**src/rtl/iir_inv.sv**
```systemverilog
// Inverse of the fixed 2nd-order filter (h1 = x+x1+x2, y = h1+2*h1_1+3*h1_2).
// Define IIR_INV_CHECK_EN to enable the range checks, the ERR state and err.
module iir_inv #(
    parameter int YW = 12,
    parameter int XW = 4,
    parameter int HW = 8,
    parameter int IW = 14
) (
    input  logic          clk,
    input  logic          rst,
    input  logic [YW-1:0] y_in,
    input  logic          in_valid,
    input  logic          clear,
    output logic [XW-1:0] x_out,
    output logic          out_valid,
    output logic          err,
    output logic          busy
);

    typedef enum logic [1:0] {
        IDLE = 2'd0,
        RUN  = 2'd1,
        ERR  = 2'd2
    } state_t;

    state_t        state_q, state_d;
    logic [HW-1:0] hd1_q, hd1_d, hd2_q, hd2_d;
    logic [XW-1:0] xd1_q, xd1_d, xd2_q, xd2_d;
    logic [XW-1:0] x_out_q, x_out_d;
    logic          out_valid_q, out_valid_d;

    logic signed [IW-1:0] y_ext, hd1_ext, hd2_ext, xd1_ext, xd2_ext;
    logic signed [IW-1:0] hr, xr;
    logic                 chk_fail;

    // Reverse both recursions in signed arithmetic so corrupt input shows up negative.
    always_comb begin
        y_ext   = {{(IW-YW){1'b0}}, y_in};
        hd1_ext = {{(IW-HW){1'b0}}, hd1_q};
        hd2_ext = {{(IW-HW){1'b0}}, hd2_q};
        xd1_ext = {{(IW-XW){1'b0}}, xd1_q};
        xd2_ext = {{(IW-XW){1'b0}}, xd2_q};
        hr      = y_ext - (hd1_ext <<< 1) - (hd2_ext <<< 1) - hd2_ext;
        xr      = hr - xd1_ext - xd2_ext;
    end

`ifdef IIR_INV_CHECK_EN
    // h1 is a sum of three x samples, so its legal ceiling is 3*xmax.
    localparam logic signed [IW-1:0] X_MAX = IW'((1 << XW) - 1);
    localparam logic signed [IW-1:0] H_MAX = IW'(3 * ((1 << XW) - 1));

    logic hr_ok, xr_ok;

    always_comb begin
        hr_ok    = !hr[IW-1] && (hr <= H_MAX);
        xr_ok    = !xr[IW-1] && (xr <= X_MAX);
        chk_fail = !(hr_ok && xr_ok);
    end
`else
    logic unused_bits;

    always_comb begin
        chk_fail    = 1'b0;
        unused_bits = ^{hr[IW-1:HW], xr[IW-1:XW]};
    end
`endif

    always_comb begin
        state_d     = state_q;
        hd1_d       = hd1_q;
        hd2_d       = hd2_q;
        xd1_d       = xd1_q;
        xd2_d       = xd2_q;
        x_out_d     = x_out_q;
        out_valid_d = 1'b0;

        if (clear) begin
            state_d = IDLE;
            hd1_d   = '0;
            hd2_d   = '0;
            xd1_d   = '0;
            xd2_d   = '0;
            x_out_d = '0;
        end else if (in_valid) begin
            hd2_d       = hd1_q;
            hd1_d       = hr[HW-1:0];
            xd2_d       = xd1_q;
            xd1_d       = xr[XW-1:0];
            out_valid_d = 1'b1;
            x_out_d     = xr[XW-1:0];
            case (state_q)
                IDLE, RUN: state_d = chk_fail ? ERR : RUN;
                ERR: begin
                    state_d = ERR;
                    x_out_d = '0;
                end
                default: state_d = IDLE;
            endcase
        end
    end

    always_ff @(posedge clk or posedge rst) begin
        if (rst) begin
            state_q     <= IDLE;
            hd1_q       <= '0;
            hd2_q       <= '0;
            xd1_q       <= '0;
            xd2_q       <= '0;
            x_out_q     <= '0;
            out_valid_q <= 1'b0;
        end else begin
            state_q     <= state_d;
            hd1_q       <= hd1_d;
            hd2_q       <= hd2_d;
            xd1_q       <= xd1_d;
            xd2_q       <= xd2_d;
            x_out_q     <= x_out_d;
            out_valid_q <= out_valid_d;
        end
    end

    assign x_out     = x_out_q;
    assign out_valid = out_valid_q;
    assign busy      = (state_q != IDLE);
`ifdef IIR_INV_CHECK_EN
    assign err       = (state_q == ERR);
`else
    assign err       = 1'b0;
`endif

endmodule
```
**config.mk**
```make
export PLATFORM = sky130hd
export DESIGN_NAME = iir_inv
export DESIGN_NICKNAME = d
export VERILOG_FILES = /design/src/rtl/iir_inv.sv
export SDC_FILE = /design/constraint.sdc
export NUM_CORES = 1
export LEC_CHECK = 0
export ABC_CLOCK_PERIOD_IN_PS = 8100
export CAP_MARGIN = 20
export CORE_UTILIZATION = 56
export CTS_CLUSTER_SIZE = 14
export DETAILED_ROUTE_END_ITERATION = 7
export HOLD_SLACK_MARGIN = 0.15
export PLACE_DENSITY = 0.87
export SLEW_MARGIN = 20
export SYNTH_ARGS = -nofsm -noshare
export SYNTH_HDL_FRONTEND = slang
export SYNTH_SLANG_ARGS = --single-unit
export TNS_END_PERCENT = 10
```
**constraint.sdc**
```tcl
create_clock -name clk -period 8.1 [get_ports clk]
set_clock_uncertainty 0.15 [all_clocks]
set_input_delay 1.215 -clock clk [delete_from_list [all_inputs] [get_ports clk]]
set_output_delay 1.215 -clock clk [all_outputs]
set_load 0.02 [all_outputs]
```
### After elaboration in Yosys (flattened, before gate mapping)

Cells that the tools add are included.

| word-level totals | value |
|---|---|
| input bits | 16 |
| flip-flop bits (word level) | 31 |
| logic and storage cells | 34 |

| cells by class | value |
|---|---|
| reduce and logical (&&, ||, !) cells | 4 |
| add/sub/neg operators | 5 |
| equal/unequal tests | 2 |
| multiplexer cells | 16 |

Operators with widths:

| operator | number |
|---|---|
| 2-to-1 mux 8 bit | 4 |
| 2-to-1 mux 4 bit | 7 |
| subtractor 8 bit | 3 |
| subtractor 4 bit | 2 |
| 2-to-1 mux 2 bit | 2 |
| one-hot mux 2 bit (2 select lines) | 1 |
| nonzero test 2 bit | 2 |
| equality test 2 x 1 -> 1 bit (second input constant) | 1 |
| equality test 2 bit (second input constant) | 1 |
| logical NOT 2 bit | 1 |
| 2-to-1 mux 1 bit | 2 |
| OR reduction 2 bit | 1 |

### Depth between registers and ports, before layout

| depth | value |
|---|---|
| depth in word-level cells | 8 |
| mapped depth | 13 |

### Least setup slack after synthesis

OpenSTA, ideal clock, no wires.

| timing | value |
|---|---|
| path kind | input to register |
| from | input port y_in[2] |
| to | register xd1_q[3] |
| path buffers | 0 |
| setup time | 104 ps |
| arrival | 3740 ps |
| path slack | 4105 ps |
| cell stages on the path | 11 |
| cell sequence | fa_1 > ha_1 > xor2_1 > fa_1 > inv_1 > ha_1 > o21ai_0 > nand2b_1 > xnor2_1 > or3_1 > o311ai_1 |

| on the way | value |
|---|---|
| word-level cells in the longest chain between the ends | 7 |

RTL lines:

| item | line | text |
|---|---|---|
| from (decl) | 11 | `input logic [YW-1:0] y_in,` |
| subtractor 8 bit (3 in a row) | 43 | `hr = y_ext - (hd1_ext <<< 1) - (hd2_ext <<< 1) - hd2_ext;` |
| subtractor 4 bit (2 in a row) | 44 | `xr = hr - xd1_ext - xd2_ext;` |
| 2-to-1 mux 4 bit | 84 | `end else if (in_valid) begin` |
| 2-to-1 mux 4 bit | 77 | `if (clear) begin` |
| to (signal assigned) | 107 | `xd1_q <= '0;` |
| to (signal assigned) | 115 | `xd1_q <= xd1_d;` |
| to (decl) | 28 | `logic [XW-1:0] xd1_q, xd1_d, xd2_q, xd2_d;` |

No other way between the ends. The select of a mux whose other input is x is not followed.
A chain may end at the register's enable or synchronous reset.

### Final worst setup path

Same ends and word-level chain as after synthesis.

==> results_dict.tcl <==
set metrics [dict create \
    nets 173 \
    die_w_um 51.6 \
    clockBufferDepth 2 \
    worst-setup-path-type "input pin to register" \
    slowest_stage "fa_1" \
    overflow 0 \
    synth-seq-cells 23 \
    post-cts-setup-buffers 0 \
    drive_gt1_frac 0.0423 \
    clock.fmax_ghz 0.230 \
    dp_hpwl_mm 1.76 \
    avgSynthCellArea_sq_um 10.6 \
    clkSlewWorstSetupHoldPaths_ns 0.13 \
    cp_slowest_stage_delay_ns 0.50 \
    grt_max_degree 24 \
    cp_max_fo 3 \
    clock-sinks 23 \
    cts_tree "yes" \
    dieArea_sq_mm 0.00266 \
    syn-num-nets 160 \
    rsz0062_at_grt "no" \
    yosysWarnings 0 \
    power.leakage_nw 0.742 \
    start_util 0.611 \
    critical_path_buf_inv_count 2 \
    crit_family "adder cells" \
    grt_usage 0.201 \
    synth.top_cell.area_share 0.418 \
    final_cell_mix "dfrtp_1, inv_1, nor2_1, mux2i_1, clkdlybuf4s50_1" \
    p_per_area_mw_per_mm2 255 \
    via_count 895 \
    cp-start-kind "input pin" \
    diodes 0 \
    status "finished clean" \
    cp.required_ns 8.15 \
    layout_commonest_cell "dfrtp_1" \
    whs_ns 0.355 \
    synth_area_sq_mm 0.00138 \
    cts_buffers 3 \
    synthTopCellsByArea "dfrtp_1, mux2i_1, fa_1" \
    drc 0 \
    tightest_slew_ns 1.07 \
    ctsHoldBuffers 0 \
    syn_inst 130 \
    worstSkewPairLatency_ns 0.31 \
    std_cell_rows 17 \
    num-fill-cells 189 \
    grt_pass1_vias 897 \
    crit_path_cell_trace "clkdlybuf4s50_1 > fa_1 > ha_1 > xor2_1 > fa_1 > inv_1 > ha_1 > o21ai_0 > nand2b_1 > xnor2_1 > or3_1 > o311ai_1" \
    final_cells 170 \
    finalWirelength_mm 2.28 \
    portBuffers 13 \
    syn_to_final_growth_pct 12.4 \
    synth-seq-area-share 0.418 \
    first_pass_iters 4 \
    wl_per_cell_um 13.4 \
    ir_worst_vdd_uv 127 \
    power_mw 0.395 \
    yosysTopAreaCell "dfrtp_1" \
    cts-resized-gates 0 \
    grt_first_pass_wirelength_mm 3.99 \
    gp_congestion 0.800 \
    antenna_found_initial 0 \
    fin_setup_tns_ns 0 \
    hold_viol 0 \
    min_period_ns 4.34 \
    cts-root-buf "clkbuf_4" \
    end_kind "register" \
    cap_violations 0 \
    slew_headroom 0.284 \
    htreeDepth 1 \
    die_y_um 51.6 \
    vias_per_cell 5.26 \
    period_share 0.536 \
    post-place-cells 166 \
    arrival_ns 4.39 \
    synth_cell_types 25 \
    finalMaxSlewViolations 0 \
    ant_nets 0 \
    setup_violations 0 \
    min_path_type "register to register" \
    drt_first_iter_violations 17 \
    core_area_sq_mm 0.00225 \
    pin_count 23 \
]
registers in the layout, summed over array words and instances, names as in the netlist:
name and cells:
hd2_q 4, out_valid 1, state_q 2, x_out 4
xd2_q 4, xd1_q 4, hd1_q 4
power breakdown:
group          switching (mW)  leakage [nW]  internal [mW]
clock                  0.0345        0.0177         0.0184
sequential             0.0141         0.308          0.135
combinational          0.0966         0.416         0.0964
total                   0.145         0.742          0.249
logic make-up (layout without fill, tap and decap cells):
family                   count (synthesis)  after routing  share of synthesized area
AO/OA/AOI/OAI                           12             12                     0.0645
XOR/XNOR                                14             14                     0.0945
adder cells (fa/ha/maj)                 14             14                      0.160
buffers and inverters                   27             39                     0.0763
flip-flops                              23             23                      0.418
multiplexers                            15             15                      0.109
other                                    1              1                    0.00272
AND/OR/NAND/NOR                         24             24                     0.0754
layer usage:
layer  up-vias  global-route usage  share of wire
met5         -                   0              0
met4         0              0.0405              0
li1        432                   -              -
met1       441               0.249           0.43
met3         0              0.0351          0.034
met2        22               0.364           0.54
cell usage after synthesis, drive strengths merged:
library cell	number
dfrtp	23
inv	22
nor2	16
mux2i	15
xnor2	12
ha	8
fa	6
buf	4
a211oi	3
a22o	3
a21oi	2
nand2	2
nand2b	2
nor2b	2
o21ai	2
xor2	2
clkbuf	1
conb	1
nand3	1
o21bai	1
o311ai	1
or3	1
per-stage QoR:
step,cell area [sq um],setup slack [ns],util
2_1_floorplan,1380,4.11,-
5_1_grt,1550,3.66,0.686
4_1_cts,1550,3.78,0.686
3_5_place_dp,1520,3.44,0.674
6_report,1550,3.76,0.686
3_3_place_gp,1520,3.47,0.674
final timing paths:
check / startpoint / to / slack, ns / depth (start not counted)
setup reg to reg: hd1_q[1] / xd1_q[3] / 4.10 / 13
max in group asynchronous: rst / xd2_q[0] / 6.04 / 2
hold / removal: state_q[0] / state_q[1] / 0.35 / 1
min in group asynchronous: rst / state_q[1] / 1.23 / 2
hold reg to reg: state_q[0] / state_q[1] / 0.35 / 1
setup / recovery: y_in[2] / xd1_q[3] / 3.76 / 12
final cells by class:
cell class              instances  area, sq um  area share
multi-input cells              80          697       0.450
flip-flops and latches         23          576       0.372
repair buffers                 13          130      0.0841
inverters                      22         82.6      0.0534
well taps                      28         35.0      0.0226
clock buffers                   3         22.5      0.0146
clock inverters                 1         5.00     0.00323
Note: power is estimated with default switching activity, not from simulation.
